[config.mk]
export PLATFORM = sky130hd
export DESIGN_NAME = fetch_unit
export DESIGN_NICKNAME = d
export VERILOG_FILES = /design/src/rtl/fetch_pkg.sv /design/src/rtl/if_id_reg.sv /design/src/rtl/fetch_unit.sv
export SDC_FILE = /design/constraint.sdc
export NUM_CORES = 1
export LEC_CHECK = 0
export ABC_AREA = 1
export BUFFER_PORTS_ARGS = -buffer_cell sky130_fd_sc_hd__buf_4
export CAP_MARGIN = 20
export CORE_MARGIN = 2
export CORE_UTILIZATION = 55
export CTS_CLUSTER_SIZE = 16
export DETAILED_ROUTE_END_ITERATION = 8
export GPL_TIMING_DRIVEN = 0
export PLACE_DENSITY = 0.84
export SETUP_SLACK_MARGIN = 0.5
export SKIP_LAST_GASP = 1
export SLEW_MARGIN = 30
export SYNTH_ARGS = -nofsm -noshare
export SYNTH_HDL_FRONTEND = slang
export SYNTH_SLANG_ARGS = --single-unit
[constraint.sdc]
create_clock -name clk -period 2.4 [get_ports clk]
set_input_delay 0.12 -clock clk [delete_from_list [all_inputs] [get_ports clk]]
set_output_delay 0.12 -clock clk [all_outputs]
set_load 0.01 [all_outputs]
[src/rtl/fetch_pkg.sv]
// Shared types and defaults for the instruction fetch stage.
package fetch_pkg;
  localparam int          FETCH_ADDR_W = 32;
  localparam int          FETCH_DATA_W = 32;
  localparam logic [31:0] FETCH_NOP    = 32'h0000_0000;

  typedef enum logic [1:0] {
    ST_IDLE = 2'd0,
    ST_REQ  = 2'd1,
    ST_WAIT = 2'd2,
    ST_HOLD = 2'd3
  } fetch_state_e;
endpackage

[src/rtl/if_id_reg.sv]
// IF/ID pipeline register: flush beats load, otherwise contents hold.
module if_id_reg #(
  parameter int                ADDR_W    = 32,
  parameter int                DATA_W    = 32,
  parameter logic [DATA_W-1:0] NOP_INSTR = '0
) (
  input  logic              clk,
  input  logic              rst,
  input  logic              load,
  input  logic              flush,
  input  logic [DATA_W-1:0] instr_in,
  input  logic [ADDR_W-1:0] pc4_in,
  output logic [DATA_W-1:0] instr_out,
  output logic [ADDR_W-1:0] pc4_out,
  output logic              valid_out
);
  logic [DATA_W-1:0] instr_q, instr_d;
  logic [ADDR_W-1:0] pc4_q, pc4_d;
  logic              valid_q, valid_d;

  always_comb begin
    instr_d = instr_q;
    pc4_d   = pc4_q;
    valid_d = valid_q;
    if (flush) begin
      instr_d = NOP_INSTR;
      valid_d = 1'b0;
    end else if (load) begin
      instr_d = instr_in;
      pc4_d   = pc4_in;
      valid_d = 1'b1;
    end
  end

  always_ff @(posedge clk or negedge rst) begin
    if (!rst) begin
      instr_q <= NOP_INSTR;
      pc4_q   <= '0;
      valid_q <= 1'b0;
    end else begin
      instr_q <= instr_d;
      pc4_q   <= pc4_d;
      valid_q <= valid_d;
    end
  end

  assign instr_out = instr_q;
  assign pc4_out   = pc4_q;
  assign valid_out = valid_q;
endmodule

[src/rtl/fetch_unit.sv]
// Instruction fetch stage: PC -> imem req/ready/rvalid -> IF/ID, with stall hold and flush discard.
// Optional FETCH_ALIGN_CHECK_EN adds a sticky align_fault output for misaligned PCs.
module fetch_unit
  import fetch_pkg::*;
#(
  parameter int                ADDR_W    = FETCH_ADDR_W,
  parameter int                DATA_W    = FETCH_DATA_W,
  parameter logic [DATA_W-1:0] NOP_INSTR = DATA_W'(FETCH_NOP)
) (
  input  logic              clk,
  input  logic              rst,
  input  logic [ADDR_W-1:0] pc_in,
  input  logic              stall,
  input  logic              flush,
  input  logic              imem_ready,
  input  logic              imem_rvalid,
  input  logic [DATA_W-1:0] imem_rdata,
  output logic              imem_req,
  output logic [ADDR_W-1:0] imem_addr,
  output logic              pc_advance,
  output logic [DATA_W-1:0] instr_out,
  output logic [ADDR_W-1:0] pc4_out,
  output logic              valid_out
`ifdef FETCH_ALIGN_CHECK_EN
  ,
  output logic              align_fault
`endif
);
  fetch_state_e      state_q, state_d;
  logic [ADDR_W-1:0] addr_q, addr_d;
  logic              discard_q, discard_d;
  logic [DATA_W-1:0] hold_instr_q, hold_instr_d;
  logic [ADDR_W-1:0] hold_pc4_q, hold_pc4_d;
  logic              ifid_load;
  logic [DATA_W-1:0] ifid_instr;
  logic [ADDR_W-1:0] pc4;
  logic              misaligned;

  assign pc4 = addr_q + ADDR_W'(4);

`ifdef FETCH_ALIGN_CHECK_EN
  logic align_fault_q, align_fault_d;
  assign misaligned  = |pc_in[1:0];
  assign align_fault = align_fault_q;
  assign align_fault_d = align_fault_q | (state_q == ST_IDLE && !flush && misaligned);

  always_ff @(posedge clk or negedge rst) begin
    if (!rst) align_fault_q <= 1'b0;
    else      align_fault_q <= align_fault_d;
  end
`else
  assign misaligned = 1'b0;
`endif

  always_comb begin
    state_d      = state_q;
    addr_d       = addr_q;
    discard_d    = discard_q;
    hold_instr_d = hold_instr_q;
    hold_pc4_d   = hold_pc4_q;
    imem_req     = 1'b0;
    pc_advance   = 1'b0;
    ifid_load    = 1'b0;
    ifid_instr   = imem_rdata;
    unique case (state_q)
      ST_IDLE: begin
        if (!flush && !misaligned) begin
          addr_d  = pc_in;
          state_d = ST_REQ;
        end
      end
      ST_REQ: begin
        imem_req = 1'b1;
        // A redirect cannot retract an offered request; the reply is dropped instead.
        if (flush)      discard_d = 1'b1;
        if (imem_ready) state_d   = ST_WAIT;
      end
      ST_WAIT: begin
        if (imem_rvalid) begin
          if (discard_q || flush) begin
            discard_d = 1'b0;
            if (flush) begin
              state_d = ST_IDLE;
            end else begin
              addr_d  = pc_in;
              state_d = ST_REQ;
            end
          end else if (!stall) begin
            ifid_load  = 1'b1;
            pc_advance = 1'b1;
            state_d    = ST_IDLE;
          end else begin
            hold_instr_d = imem_rdata;
            hold_pc4_d   = pc4;
            state_d      = ST_HOLD;
          end
        end else if (flush) begin
          discard_d = 1'b1;
        end
      end
      ST_HOLD: begin
        if (flush) begin
          state_d = ST_IDLE;
        end else if (!stall) begin
          ifid_load  = 1'b1;
          ifid_instr = hold_instr_q;
          pc_advance = 1'b1;
          state_d    = ST_IDLE;
        end
      end
      default: state_d = ST_IDLE;
    endcase
  end

  always_ff @(posedge clk or negedge rst) begin
    if (!rst) begin
      state_q      <= ST_IDLE;
      addr_q       <= '0;
      discard_q    <= 1'b0;
      hold_instr_q <= NOP_INSTR;
      hold_pc4_q   <= '0;
    end else begin
      state_q      <= state_d;
      addr_q       <= addr_d;
      discard_q    <= discard_d;
      hold_instr_q <= hold_instr_d;
      hold_pc4_q   <= hold_pc4_d;
    end
  end

  assign imem_addr = addr_q;

  if_id_reg #(
    .ADDR_W   (ADDR_W),
    .DATA_W   (DATA_W),
    .NOP_INSTR(NOP_INSTR)
  ) u_if_id (
    .clk      (clk),
    .rst      (rst),
    .load     (ifid_load),
    .flush    (flush),
    .instr_in (ifid_instr),
    .pc4_in   ((state_q == ST_HOLD) ? hold_pc4_q : pc4),
    .instr_out(instr_out),
    .pc4_out  (pc4_out),
    .valid_out(valid_out)
  );
endmodule

Word-level counts from Yosys, hierarchy flattened:

Cells that the tools add are included.

* output and inout port bits: 99
* word-level logic and storage cells: 61
* bits in registers: 164

* reduce and logical (&&, ||, !) cells: 11
* multiplexer cells: 30
* bitwise gates (word level): 2
* $add $sub $neg: 1
* equal/unequal tests: 9

Operators with widths (number)
* $mux W32: 8
* $pmux W32 S2: 1
* $add A32 B3 Y32 const B: 1
* $mux W2: 7
* $mux W1: 11
* $ne A2 B2 Y1 const B: 4
* $pmux W2 S4: 1
* $reduce_and A4 Y1: 2
* $ne A3 B3 Y1 const B: 2
* $reduce_and A3 Y1: 2
* $reduce_bool A2 Y1: 3
* $eq A2 B2 Y1 const B: 2
* $pmux W1 S2: 2
* $reduce_and A2 Y1: 2
* $eq A2 B1 Y1 const B: 1
* $logic_not A2 Y1: 1
* $not A1 Y1: 2
* $logic_or A1 B1 Y1: 1

Depth between registers and ports, before layout:

* depth after elaboration: 6
* mapped depth: 10

Cells and area by module:

Synthesis repeated with hierarchy kept, for this count alone.

* cells, all modules: 1137
* area total of the unflattened synthesis: 8329.2 um^2

By module, submodules not included
* fetch_unit: seq. area each 2477.4 um^2, area an instance 5784.3 um^2, instances 1, cells an instance 855
* if_id_reg: seq. area each 1626.6 um^2, area an instance 2544.9 um^2, instances 1, cells an instance 282

Worst setup path after synthesis:

OpenSTA, ideal clock, no wires.

* kind: reg2reg
* from: register addr_q[3] (netlist: imem_addr[3])
* to: register u_if_id.pc4_q[22] (netlist: u_if_id.pc4_out[22])
* stages on the path, launching flop included: 11
* buffers on the path: 0
* setup time: 117 ps
* setup slack: 810 ps
* arrival: 1474 ps
* period minus slack after synthesis: 1590 ps
* path through: dfrtp_1 -> ha_1 -> inv_1 -> nor2_1 -> nand2_1 -> nor2_1 -> nand2_1 -> nand2_1 -> nand3_1 -> nand2_1 -> nand2_1

* word-level cells in the longest chain between the ends: 2

Ends and longest elaborated chain
* from (decl): line fetch_unit.sv:30 `logic [ADDR_W-1:0] addr_q, addr_d;`
* from (signal assigned): line fetch_unit.sv:124 `addr_q <= addr_d;`
* $add A32 B3 Y32: line fetch_unit.sv:39 `assign pc4 = addr_q + ADDR_W'(4);`
* $mux W32: line fetch_unit.sv:143 `.pc4_in ((state_q == ST_HOLD) ? hold_pc4_q : pc4),`
* to (signal assigned): line if_id_reg.sv:42 `pc4_q <= pc4_d;`
* to (decl): line if_id_reg.sv:18 `logic [ADDR_W-1:0] pc4_q, pc4_d;`

Every way passes these cells.
A chain may end at the register's enable or synchronous reset.

Worst setup path in the final report:

* from: register state_q[0]
* to: output port pc_advance

* word-level cells in the longest chain between the ends: 2
* elaborated cells between the ends (all ways): 3
* classes of those cells: eq/ne (2); mux (1)

Ends and longest elaborated chain
* from (decl): line fetch_unit.sv:29 `fetch_state_e state_q, state_d;`
* from (signal assigned): line fetch_unit.sv:123 `state_q <= state_d;`
* $eq A2 B2 Y1: line fetch_unit.sv:65 `unique case (state_q)`
* $pmux W1 S2 (*): line fetch_unit.sv:65
* to (decl): line fetch_unit.sv:20 `output logic pc_advance,`

Every way passes the cells marked *; elsewhere a longest branch is shown, timed or not.

==> report_table.html <==
<table>
<tr><th>Metric</th><th>Value</th></tr>
<tr><th colspan="2">Run status</th></tr>
<tr><td>Run status</td><td>completed</td></tr>
<tr><th colspan="2">GRT</th></tr>
<tr><td>Pin count of the biggest net entering global routing</td><td>78</td></tr>
<tr><td>Wire length of the first global-routing pass</td><td>37,100 µm</td></tr>
<tr><td>Via count of the first global-routing pass</td><td>7,604</td></tr>
<tr><td>Total global routing track utilization</td><td>29.8%</td></tr>
<tr><td>GRT overflow</td><td>0</td></tr>
<tr><td>Initial antenna violation count</td><td>0</td></tr>
<tr><th colspan="2">Placement</th></tr>
<tr><td>Cells after DPL</td><td>1,372</td></tr>
<tr><td>Final weighted congestion of routability-driven global placement</td><td>0.914</td></tr>
<tr><td>Placement-stage cell area</td><td>9560 µm²</td></tr>
<tr><td>Placement-stage worst setup slack</td><td>422 ps</td></tr>
<tr><td>HPWL after detailed placement</td><td>16,300 µm</td></tr>
<tr><td>Buffers on Ports</td><td>168</td></tr>
<tr><th colspan="2">Detailed routing</th></tr>
<tr><td>Remaining antenna violation count after routing</td><td>0</td></tr>
<tr><td>Drc violations</td><td>0</td></tr>
<tr><td>Via count</td><td>7,718</td></tr>
<tr><td>Pre-antenna DRT Iters</td><td>5</td></tr>
<tr><td>Wire length reported by the detailed router</td><td>22,700 µm</td></tr>
<tr><td>Routed len/inst</td><td>15.6 µm</td></tr>
<tr><td>Number of DRC violations after detailed-routing iteration 0</td><td>761</td></tr>
<tr><td>Via density per instance</td><td>5.32</td></tr>
<tr><th colspan="2">Die</th></tr>
<tr><td>Boundary Pins</td><td>169</td></tr>
<tr><td>Core ar.</td><td>14,400 µm²</td></tr>
<tr><td>Initial cell density of the core</td><td>55.7%</td></tr>
<tr><td>Area of the die</td><td>15,500 µm²</td></tr>
<tr><td>Floorplan die width</td><td>125 µm</td></tr>
<tr><td>Height of the die</td><td>125 µm</td></tr>
<tr><td>Std cell rows</td><td>44</td></tr>
<tr><th colspan="2">Power</th></tr>
<tr><td>Leakage dissipation</td><td>5.51 nW</td></tr>
<tr><td>Pwr/cell area</td><td>1190 nW/µm²</td></tr>
<tr><td>Worst vdd ir</td><td>653 µV</td></tr>
<tr><th colspan="2">Yosys</th></tr>
<tr><td>Total nets after synthesis</td><td>1,089</td></tr>
<tr><td>Share of synthesized area occupied by flip-flops and latches</td><td>51.2%</td></tr>
<tr><td>Unique masters post-synth</td><td>28</td></tr>
<tr><td>Avg Inst Size Synth</td><td>7.87 µm²</td></tr>
<tr><td>Warnings, synthesis</td><td>0</td></tr>
<tr><td>Number of standard cells after synthesis</td><td>1,018</td></tr>
<tr><td>Cell type contributing the most total cell area after synthesis</td><td>dfrtp_1</td></tr>
<tr><td>Synth top area share</td><td>51.2%</td></tr>
<tr><td>Biggest area contributors in the synthesized netlist</td><td>dfrtp_1 (51%), nand2_1 (13%), o21ai_0 (6.3%)</td></tr>
<tr><td>Flip-flop and latch count after synthesis</td><td>164</td></tr>
<tr><td>Post-synth design cell area</td><td>8010 µm²</td></tr>
<tr><th colspan="2">STA</th></tr>
<tr><td>Unrepaired setup endpoints after global routing</td><td>yes</td></tr>
<tr><td>Largest clock skew in the final design</td><td>6.17 ps</td></tr>
<tr><td>Period Utilization, post-route</td><td>75.6%</td></tr>
<tr><td>Max-slew violation total from the final report</td><td>0</td></tr>
<tr><td>Smallest setup slack after layout</td><td>587 ps</td></tr>
<tr><td>Final critical path time including I/O delays and setup</td><td>1810 ps</td></tr>
<tr><td>Count of endpoints failing hold in the final timing report</td><td>0</td></tr>
<tr><td>Tightest slew margin relative to the limit</td><td>50.4%</td></tr>
<tr><td>Number of setup violations in the final report</td><td>0</td></tr>
<tr><td>Achievable Freq</td><td>551 MHz</td></tr>
<tr><td>Total negative slack</td><td>0 ps</td></tr>
<tr><td>Transition time at the pin with the least slew margin</td><td>744 ps</td></tr>
<tr><th colspan="2">Cells and area</th></tr>
<tr><td>Fin cells</td><td>1,452</td></tr>
<tr><td>Utilization after layout</td><td>74.5%</td></tr>
<tr><td>Commonest cells after routing, fill and taps aside</td><td>nand2_1 (285), buf_4 (175), dfrtp_1 (161)</td></tr>
<tr><td>Fraction of layout cells with a size suffix above 1</td><td>20.3%</td></tr>
<tr><td>Area taken by flip-flops and latches</td><td>4110 µm²</td></tr>
<tr><td>Area delta synth-&gt;final</td><td>33.7%</td></tr>
<tr><td>Final design instance area without fill</td><td>10,700 µm²</td></tr>
<tr><td>Multi-input gate area</td><td>3320 µm²</td></tr>
<tr><td>Final-layout fill cell count</td><td>1,073</td></tr>
<tr><td>Net count reported at finish</td><td>1,326</td></tr>
<tr><td>Most common cell after layout, fill and taps aside</td><td>nand2_1</td></tr>
<tr><td>Number of diodes added for antenna fixing</td><td>0</td></tr>
<tr><th colspan="2">Setup path</th></tr>
<tr><td>Cell class contributing the biggest share of worst-path delay</td><td>buffers and inverters</td></tr>
<tr><td>Worst setup EP type</td><td>output port</td></tr>
<tr><td>Critical path cell sequence</td><td>nand2_2 -&gt; inv_2 -&gt; nand3_1 -&gt; nand2_4 -&gt; buf_4 -&gt; buf_4</td></tr>
<tr><td>Data required, critical path</td><td>2280 ps</td></tr>
<tr><td>Critical path type</td><td>reg -&gt; out</td></tr>
<tr><td>Crit path top cell by count</td><td>buf_4</td></tr>
<tr><td>Critical-path maximum fanout</td><td>10</td></tr>
<tr><td>Data arrival time of the worst path</td><td>1690 ps</td></tr>
<tr><td>Worst stage delay on the critical path</td><td>420 ps</td></tr>
<tr><td>Sum of buffers and inverters on the critical path</td><td>3</td></tr>
<tr><td>Startpoint kind of the worst setup timing path</td><td>flop</td></tr>
<tr><td>Critical Path Slowest Stage Cell</td><td>dfrtp_2</td></tr>
<tr><th colspan="2">CTS</th></tr>
<tr><td>Buffers from clock root to sink, at most</td><td>2</td></tr>
<tr><td>Clock slew at reported path FFs</td><td>70 ps</td></tr>
<tr><td>Clk_lat worst skew</td><td>430 ps</td></tr>
<tr><td>Number of CTS-inserted buffers</td><td>17</td></tr>
<tr><td>Number of levels in the clock H-tree</td><td>4</td></tr>
<tr><td>TritonCTS sink count</td><td>164</td></tr>
<tr><td>Clock tree from TritonCTS</td><td>done</td></tr>
<tr><td>Root buffer selected by CTS</td><td>clkbuf_16</td></tr>
<tr><th colspan="2">Min path</th></tr>
<tr><td>Worst min-delay path class</td><td>in -&gt; reg</td></tr>
<tr><th colspan="2">Flow run</th></tr>
<tr><td>Number of maximum-capacitance constraint violations</td><td>0</td></tr>
</table>
==> state kept, by name (all words and copies together), names as in the netlist <==
register / count
hold_instr_q: 32
discard_q: 1
imem_addr: 32
u_if_id.pc4_out: 32
hold_pc4_q: 32
u_if_id.instr_out: 32
state_q: 2
u_if_id.valid_out: 1
==> metrics by stage <==
| stage | total power, mW | hold WS, ps |
|---|---|---|
| global placement | 9.47 | 365 |
| detailed placement | 9.67 | -46.4 |
| CTS | 12.6 | 0.236 |
| finish | 12.7 | 7.78 |
| floorplan | 7.54 | -176 |
| global route | 13.6 | 7.66 |
==> cell families (layout without fill, tap and decap cells) <==
kind of cell               count (synthesis)  in the layout  share of synthesized area [%]
AOI/OAI and AO/OA                        208            208                           13.4
xor gates and xnor gates                   7              7                          0.766
adders and majority gates                  1              1                          0.156
buffers and inverters                    148            398                           7.62
DFF                                      164            164                           51.3
muxes                                     32             32                           4.00
and+or+nand+nor                          458            458                           22.8
==> synth_stat cells <==
cell type	instances
a21oi_1	51
a31o_2	1
a31oi_1	17
and2_1	1
buf_1	4
buf_2	26
buf_4	6
clkbuf_1	17
dfrtp_1	164
ha_1	1
inv_1	89
inv_2	6
mux2i_1	32
nand2_1	287
nand2_2	1
nand3_1	63
nand3_2	1
nand4_1	1
nor2_1	98
nor2_2	3
nor2_4	1
nor3_1	2
o211ai_1	1
o21ai_0	100
o21ai_1	37
o22ai_1	1
xnor2_1	4
xor2_1	3
==> where the power goes <==
part	internal [mW]	total (mW)	switching (mW)
Sequential	3.95	4.81	0.855
Clock	1.75	2.90	1.15
Combinational	2.10	5.00	2.91
Total	7.80	12.7	4.91
==> tightest hold or removal path, cell delays in order <==
cell and delay (ps):
buf_4 90, mux2i_1 60, o21ai_1 130
==> routing by layer <==
layer	vias up	GRT usage, %	wire length (µm)
met5	-	0	0
met4	0	12.2	684
met3	42	4.98	1170
met2	285	50.1	11000
met1	3623	38.5	9800
li1	3768	-	-
==> what timing repair did <==
action | CTS | global route
hold buffers | 47 | 0
resized for setup | 3 | 11
hold endpoints to repair | 140 | 0
setup buffers | 0 | 1
setup endpoints to repair | 6 | 42
pin swaps | 0 | 1
==> worst paths after layout <==
path,endpoint,slack [ps],depth (start not counted),start
setup / recovery,pc_advance,590,6,state_q[0]
hold / removal,u_if_id.instr_out[21],8,3,imem_rdata[21]
setup reg to reg,u_if_id.instr_out[22],630,9,state_q[0]
hold reg to reg,hold_pc4_q[4],470,2,hold_pc4_q[4]
max in group asynchronous,state_q[0],1320,4,rst
min in group asynchronous,u_if_id.instr_out[23],100,2,rst
==> area by class of cell <==
type / instances / share of cell area [%]
plain buffers: 53 / 2.41
clock buffers: 17 / 3.97
clock inverters: 15 / 1.90
inverters: 95 / 3.33
multi-input cells: 706 / 31.0
flip-flops and latches: 164 / 38.4
well taps: 184 / 2.15
repair buffers: 218 / 16.8
No activity file was read; power rests on OpenSTA's default activity.
